==> src/rtl/mac_feeder_pkg.sv <==
// Shared MAC datapath constants and the feeder read-FSM encoding.
// Also used by the MAC itself and the result collector.
package mac_feeder_pkg;

  localparam int MAC_DATA_W     = 4;
  localparam int MAC_FRAME_LEN  = 8;
  localparam int MAC_PAD_CYCLES = 1;

  typedef enum logic [1:0] {
    ST_IDLE   = 2'd0,
    ST_STREAM = 2'd1,
    ST_PAD    = 2'd2
  } feeder_state_e;

endpackage

==> src/rtl/mac_feeder_bank.sv <==
// One ping-pong frame bank: DEPTH x WIDTH register file with a single write port
// and an asynchronous read mux.
module mac_feeder_bank #(
  parameter int DEPTH = 8,
  parameter int WIDTH = 8
) (
  input  logic                     clk,
  input  logic                     we,
  input  logic [$clog2(DEPTH)-1:0] waddr,
  input  logic [WIDTH-1:0]         wdata,
  input  logic [$clog2(DEPTH)-1:0] raddr,
  output logic [WIDTH-1:0]         rdata
);

  logic [WIDTH-1:0] mem_q [DEPTH];

  always_ff @(posedge clk) begin
    if (we) mem_q[waddr] <= wdata;
  end

  assign rdata = mem_q[raddr];

endmodule

==> src/rtl/mac_feeder.sv <==
// Buffers (IN, W) operand pairs into ping-pong frame banks and replays each full frame
// to the MAC, followed by zero pad pairs, with a frame_start strobe on the first pair.
//
//   state  | meaning
//   IDLE   | no full bank to replay, outputs zero
//   STREAM | replaying bank[rd_bank][rd_idx] to the MAC
//   PAD    | emitting zero pairs to close the MAC window
module mac_feeder
  import mac_feeder_pkg::*;
#(
  parameter int DATA_W     = MAC_DATA_W,
  parameter int FRAME_LEN  = MAC_FRAME_LEN,
  parameter int PAD_CYCLES = MAC_PAD_CYCLES
) (
  input  logic              clk,
  input  logic              rst,
  input  logic              s_valid,
  output logic              s_ready,
  input  logic [DATA_W-1:0] s_in,
  input  logic [DATA_W-1:0] s_w,
  output logic [DATA_W-1:0] mac_in,
  output logic [DATA_W-1:0] mac_w,
  output logic              frame_start,
  output logic              frame_active,
  output logic [7:0]        frames_sent
);

  localparam int IDX_W = $clog2(FRAME_LEN);
  localparam int PAD_W = (PAD_CYCLES > 1) ? $clog2(PAD_CYCLES) : 1;
  localparam logic [IDX_W-1:0] LAST_IDX = IDX_W'(FRAME_LEN - 1);
  localparam logic [PAD_W-1:0] LAST_PAD = PAD_W'((PAD_CYCLES > 0) ? PAD_CYCLES - 1 : 0);

  feeder_state_e     state_q, state_d;
  logic [1:0]        bank_full_q, bank_full_d;
  logic              wr_bank_q, wr_bank_d;
  logic              rd_bank_q, rd_bank_d;
  logic [IDX_W-1:0]  wr_idx_q, wr_idx_d;
  logic [IDX_W-1:0]  rd_idx_q, rd_idx_d;
  logic [PAD_W-1:0]  pad_cnt_q, pad_cnt_d;
  logic [DATA_W-1:0] mac_in_q, mac_in_d;
  logic [DATA_W-1:0] mac_w_q, mac_w_d;
  logic              frame_start_q, frame_start_d;
  logic              frame_active_q, frame_active_d;
  logic [7:0]        frames_sent_q, frames_sent_d;

  logic                wr_fire, wr_done, rd_done;
  logic [1:0]          bank_we;
  logic [2*DATA_W-1:0] wdata, rdata0, rdata1, rd_data;

  assign s_ready = !rst && !bank_full_q[wr_bank_q];
  assign wr_fire = s_valid && s_ready;
  assign wdata   = {s_in, s_w};
  assign bank_we = {wr_fire && wr_bank_q, wr_fire && !wr_bank_q};

  // Both banks read at the upcoming index so the output registers load in step with the FSM.
  mac_feeder_bank #(.DEPTH(FRAME_LEN), .WIDTH(2*DATA_W)) u_bank0 (
    .clk(clk), .we(bank_we[0]), .waddr(wr_idx_q), .wdata(wdata),
    .raddr(rd_idx_d), .rdata(rdata0)
  );

  mac_feeder_bank #(.DEPTH(FRAME_LEN), .WIDTH(2*DATA_W)) u_bank1 (
    .clk(clk), .we(bank_we[1]), .waddr(wr_idx_q), .wdata(wdata),
    .raddr(rd_idx_d), .rdata(rdata1)
  );

  always_comb begin
    wr_bank_d = wr_bank_q;
    wr_idx_d  = wr_idx_q;
    wr_done   = 1'b0;
    if (wr_fire) begin
      if (wr_idx_q == LAST_IDX) begin
        wr_done   = 1'b1;
        wr_bank_d = !wr_bank_q;
        wr_idx_d  = '0;
      end else begin
        wr_idx_d = wr_idx_q + 1'b1;
      end
    end
  end

  always_comb begin
    state_d   = state_q;
    rd_bank_d = rd_bank_q;
    rd_idx_d  = rd_idx_q;
    pad_cnt_d = pad_cnt_q;
    rd_done   = 1'b0;
    case (state_q)
      ST_IDLE: begin
        if (bank_full_q[rd_bank_q]) begin
          state_d  = ST_STREAM;
          rd_idx_d = '0;
        end
      end
      ST_STREAM: begin
        if (rd_idx_q == LAST_IDX) begin
          rd_done   = 1'b1;
          rd_bank_d = !rd_bank_q;
          rd_idx_d  = '0;
          if (PAD_CYCLES > 0) begin
            state_d   = ST_PAD;
            pad_cnt_d = '0;
          end else begin
            state_d = bank_full_q[!rd_bank_q] ? ST_STREAM : ST_IDLE;
          end
        end else begin
          rd_idx_d = rd_idx_q + 1'b1;
        end
      end
      ST_PAD: begin
        if (pad_cnt_q == LAST_PAD) begin
          state_d  = bank_full_q[rd_bank_q] ? ST_STREAM : ST_IDLE;
          rd_idx_d = '0;
        end else begin
          pad_cnt_d = pad_cnt_q + 1'b1;
        end
      end
      default: state_d = ST_IDLE;
    endcase
  end

  // Read and write sides never own the same bank, so the two flag updates cannot collide.
  always_comb begin
    bank_full_d = bank_full_q;
    if (rd_done) bank_full_d[rd_bank_q] = 1'b0;
    if (wr_done) bank_full_d[wr_bank_q] = 1'b1;
    frames_sent_d = frames_sent_q + {7'd0, rd_done};
  end

  always_comb begin
    rd_data        = rd_bank_d ? rdata1 : rdata0;
    mac_in_d       = '0;
    mac_w_d        = '0;
    frame_start_d  = 1'b0;
    frame_active_d = (state_d != ST_IDLE);
    if (state_d == ST_STREAM) begin
      mac_in_d      = rd_data[2*DATA_W-1:DATA_W];
      mac_w_d       = rd_data[DATA_W-1:0];
      frame_start_d = (rd_idx_d == '0);
    end
  end

  always_ff @(posedge clk) begin
    if (rst) begin
      state_q        <= ST_IDLE;
      bank_full_q    <= '0;
      wr_bank_q      <= 1'b0;
      rd_bank_q      <= 1'b0;
      wr_idx_q       <= '0;
      rd_idx_q       <= '0;
      pad_cnt_q      <= '0;
      mac_in_q       <= '0;
      mac_w_q        <= '0;
      frame_start_q  <= 1'b0;
      frame_active_q <= 1'b0;
      frames_sent_q  <= '0;
    end else begin
      state_q        <= state_d;
      bank_full_q    <= bank_full_d;
      wr_bank_q      <= wr_bank_d;
      rd_bank_q      <= rd_bank_d;
      wr_idx_q       <= wr_idx_d;
      rd_idx_q       <= rd_idx_d;
      pad_cnt_q      <= pad_cnt_d;
      mac_in_q       <= mac_in_d;
      mac_w_q        <= mac_w_d;
      frame_start_q  <= frame_start_d;
      frame_active_q <= frame_active_d;
      frames_sent_q  <= frames_sent_d;
    end
  end

  assign mac_in       = mac_in_q;
  assign mac_w        = mac_w_q;
  assign frame_start  = frame_start_q;
  assign frame_active = frame_active_q;
  assign frames_sent  = frames_sent_q;

endmodule

==> config.mk <==
export PLATFORM = sky130hd
export DESIGN_NAME = mac_feeder
export DESIGN_NICKNAME = d
export VERILOG_FILES = /design/src/rtl/mac_feeder_pkg.sv /design/src/rtl/mac_feeder_bank.sv /design/src/rtl/mac_feeder.sv
export SDC_FILE = /design/constraint.sdc
export NUM_CORES = 1
export LEC_CHECK = 0
export BUFFER_PORTS_ARGS = -buffer_cell sky130_fd_sc_hd__buf_2
export CORE_MARGIN = 2
export CORE_UTILIZATION = 35
export DETAILED_ROUTE_END_ITERATION = 8
export GPL_ROUTABILITY_DRIVEN = 0
export PLACE_DENSITY_LB_ADDON = 0.1
export SLEW_MARGIN = 20
export SYNTH_ARGS = -nofsm -noshare
export SYNTH_HDL_FRONTEND = slang
export SYNTH_SLANG_ARGS = --single-unit
==> constraint.sdc <==
create_clock -name clk -period 2.9 [get_ports clk]
set_input_delay 0.58 -clock clk [delete_from_list [all_inputs] [get_ports clk]]
set_output_delay 0.58 -clock clk [all_outputs]
set_load 0.02 [all_outputs]
==> flow_summary.ini <==
[timing]
final_max_slew_viol_count = 0
min_period_ns = 2.64
fmax_mhz = 378
clock_skew_ns = 0.0118
final.period_utilization_pct = 91.1
slew_headroom_pct = 62.6
fin_tns_setup_ns = 0
tightest_slew_ns = 0.545
rsz0062_at_grt = false
hold_viol = 0
setup_viol = 0

[drt]
num_vias = 3828
avgRoutedWirePerCell_um = 20.8
drt-vias-per-instance = 5.35
first_pass_iters = 5
ant_nets = 0
drc_errors = 0
drt_iter0_drc = 331
routed_wl_mm = 14.9

[global_routing]
grt_pass1_vias = 3891
grt_max_degree = 33
grt_use_total_pct = 16.8
grt_pass1_wl_mm = 22.8
overflow = 0
antenna_found_initial = 0

[placement]
hpwl_mm = 9.82
place_area_um2 = 6880
io_buffers = 29

[worst_setup_path]
crit_type = reg -> reg
r2r-start = rd_idx_q[1]$_SDFF_PP0_
cp_data_required_time_ns = 3.22
cp_max_fo = 13
critPathArrivalTime_ns = 2.96
reg2reg_slack_ns = 0.26
r2r_cells = 9
regToRegEndpoint = mac_in[2]$_SDFF_PP0_
crit_path_end_kind = flip-flop
critPathLaunchType = flip-flop

[min_path]
whs_path_depth = 4
hold_path_end = wr_bank_q$_SDFFE_PP0P_
hp-start = s_valid
min-delay-path-class = in -> reg

[layout]
nets = 495
drive_above_1_share_pct = 22.0
syn2layout_area_growth_pct = 19.5
fin_area_um2 = 7490
antenna_cells = 0
fill_cells = 1609

[power_and_ir_drop]
power_density_nw_per_um2 = 647
power.leakage_nw = 2.53
clkPwrFrac_pct = 47.7
intPower_mw = 3.85
swShare_pct = 20.5
power.net_switching_mw = 0.994
pwr-share-comb_pct = 1.4
ir_worst_vdd_uv = 458
pwr-share-seq_pct = 50.8

[synth]
synth_top_area_cell = edfxtp_1
ys_seq_area_share_pct = 70.9
synth_top_cell_area_share_pct = 61.3
synth.most_common_cell = edfxtp_1
synth_edf_count = 128
ys_ff_latch = 158
synth_common_cells = edfxtp_1 (128), nor2_1 (36), o221ai_1 (31), dfxtp_1 (30), mux2i_1 (26)
synthesis.area_um2 = 6270
async_flop_share_pct = 0
yosys_warnings = 0
synth_fp_nets = 436
synth_cell_types = 47
avgSynthCellArea_um2 = 15.0
synthCells = 419
synth-main-ff-cell = edfxtp_1
yosys-top-cells-area = edfxtp_1 (61%), dfxtp_1 (9.6%), o221ai_1 (4.3%), mux2i_1 (4.2%), nor2_1 (2.2%)

[floorplanning]
die_h_um = 138
die_w_um = 138
rows = 48
dieArea_um2 = 19000
io_pins = 30
start_util_pct = 36.0
coreArea_um2 = 17400

[cts]
ctsResizeCount = 0
cts_hold_buf = 0
clkLatencyLatePin_ns = 0.43
clock_sinks = 158
htree_levels = 4
cts_root_buf = clkbuf_16
cts_buffers = 17
cts.path.max_buffers = 2
cts_setup_buffers = 0
cts_tree = built
cts.clk_slew.worst_paths_ns = 0.07

[outcome]
status = completed

[job]
cap_violations = 0
[cell families (layout without fill, tap and decap cells)]
| group | after synthesis | in the layout | synth area share (%) |
|---|---|---|---|
| DFF | 158 | 158 | 70.9 |
| AOI/OAI and AO/OA | 102 | 102 | 13.3 |
| and+or+nand+nor | 95 | 95 | 7.45 |
| muxes | 27 | 27 | 4.33 |
| buffers and inverters | 24 | 96 | 1.80 |
| xor gates and xnor gates | 7 | 7 | 0.978 |
| adders and majority gates | 6 | 6 | 1.20 |
[layout by cell type (no fill, tap or decap), types with 2 or more instances in the layout]
| cell type | n |
|---|---|
| nor2_1 | 36 |
| inv_6 | 2 |
| edfxtp_1 | 128 |
| dfxtp_1 | 30 |
| xor2_1 | 4 |
| nor3_1 | 4 |
| nand4_1 | 7 |
| a21oi_1 | 10 |
| inv_8 | 3 |
| a211o_2 | 8 |
| nand2_1 | 13 |
| inv_1 | 4 |
| nor3_2 | 2 |
| a32oi_1 | 2 |
| nor3b_1 | 3 |
| nand2b_1 | 5 |
| and3_1 | 3 |
| xnor2_1 | 3 |
| o22ai_1 | 7 |
| clkinvlp_4 | 2 |
| clkbuf_1 | 2 |
| o2111ai_1 | 8 |
| buf_12 | 3 |
| o221ai_1 | 31 |
| o211ai_1 | 18 |
| or3_1 | 3 |
| clkbuf_16 | 17 |
| mux2i_1 | 26 |
| ha_1 | 6 |
| bufinv_16 | 3 |
| buf_4 | 28 |
| clkinv_4 | 2 |
| o21ai_0 | 5 |
| a211oi_1 | 2 |
| nor2b_1 | 5 |
| nand3_1 | 8 |
| buf_2 | 29 |
[sequential cells by signal, indices dropped and copies added, names as in the netlist, 2 cells and up]
name and count:
mac_in 4, u_bank0.mem_q 64, u_bank1.mem_q 64, mac_w 4, state_q 2, wr_idx_q 3, frames_sent 8, rd_idx_q 3
bank_full_q 2
[critical path: stages, from the launching register on]
cell and delay, ns:
dfxtp_1 0.41, ha_1 0.19, ha_1 0.23, nor3_1 0.10, o21ai_1 0.38, nand2_2 0.22, buf_12 0.22, o22ai_1 0.27
o221ai_1 0.18, a211o_2 0.35
[metal layers]
| layer | part of all wire, % | track usage [%] | vias to the layer above |
|---|---|---|---|
| li1 | - | - | 1812 |
| met1 | 48 | 23.0 | 1930 |
| met2 | 48 | 26.5 | 75 |
| met3 | 3.2 | 3.75 | 11 |
| met4 | 1.0 | 5.84 | 0 |
| met5 | 0 | 0 | - |
[layout make-up]
| cell class | count | area (µm²) | share of cell area (%) |
|---|---|---|---|
| well taps | 225 | 282 | 3.76 |
| inverters | 4 | 15.0 | 0.200 |
| clock inverters | 13 | 179 | 2.39 |
| clock buffers | 19 | 433 | 5.78 |
| multi-input cells | 237 | 1720 | 23.0 |
| repair buffers | 60 | 415 | 5.55 |
| flip-flops and latches | 158 | 4440 | 59.3 |
[power groups by stage]
stage | sequential (mW) | clock (mW) | combinational (mW)
finish | 2.46 | 2.31 | 0.0700
global route | 2.46 | 2.44 | 0.0789
CTS | 2.46 | 2.36 | 0.0720
detailed placement | 2.51 | 0 | 0.0722
global placement | 2.51 | 0 | 0.0708
floorplan | 2.51 | 0 | 0.0239
[metrics by stage]
step	hold WS [ns]	utilization (%)	instances	setup slack (ns)	total power [mW]
2_1_floorplan	0.475	-	419	0.0522	2.53
3_3_place_gp	0.486	39.5	684	0.299	2.58
3_5_place_dp	0.493	39.5	684	0.254	2.58
6_report	0.473	43.0	716	0.257	4.84
4_1_cts	0.449	43.0	716	0.240	4.89
5_1_grt	0.465	43.0	716	0.0124	4.98
[how the worst max path moves through the flow]
stage | from | end | slack (ns) | cells after the start
6_report | rd_idx_q[1]$_SDFF_PP0_ | mac_in[2]$_SDFF_PP0_ | 0.26 | 9
5_1_grt | rd_idx_q[1]$_SDFF_PP0_ | mac_in[3]$_SDFF_PP0_ | 0.01 | 9
4_1_cts | rd_idx_q[1]$_SDFF_PP0_ | mac_in[0]$_SDFF_PP0_ | 0.24 | 8
3_5_place_dp | rd_idx_q[1]$_SDFF_PP0_ | mac_in[0]$_SDFF_PP0_ | 0.25 | 8
3_3_place_gp | rd_idx_q[1]$_SDFF_PP0_ | mac_in[0]$_SDFF_PP0_ | 0.30 | 8
2_1_floorplan | rst | u_bank0.mem_q[2][0]$_DFFE_PP_ | 0.05 | 5
(Power assumes the default switching activity.)
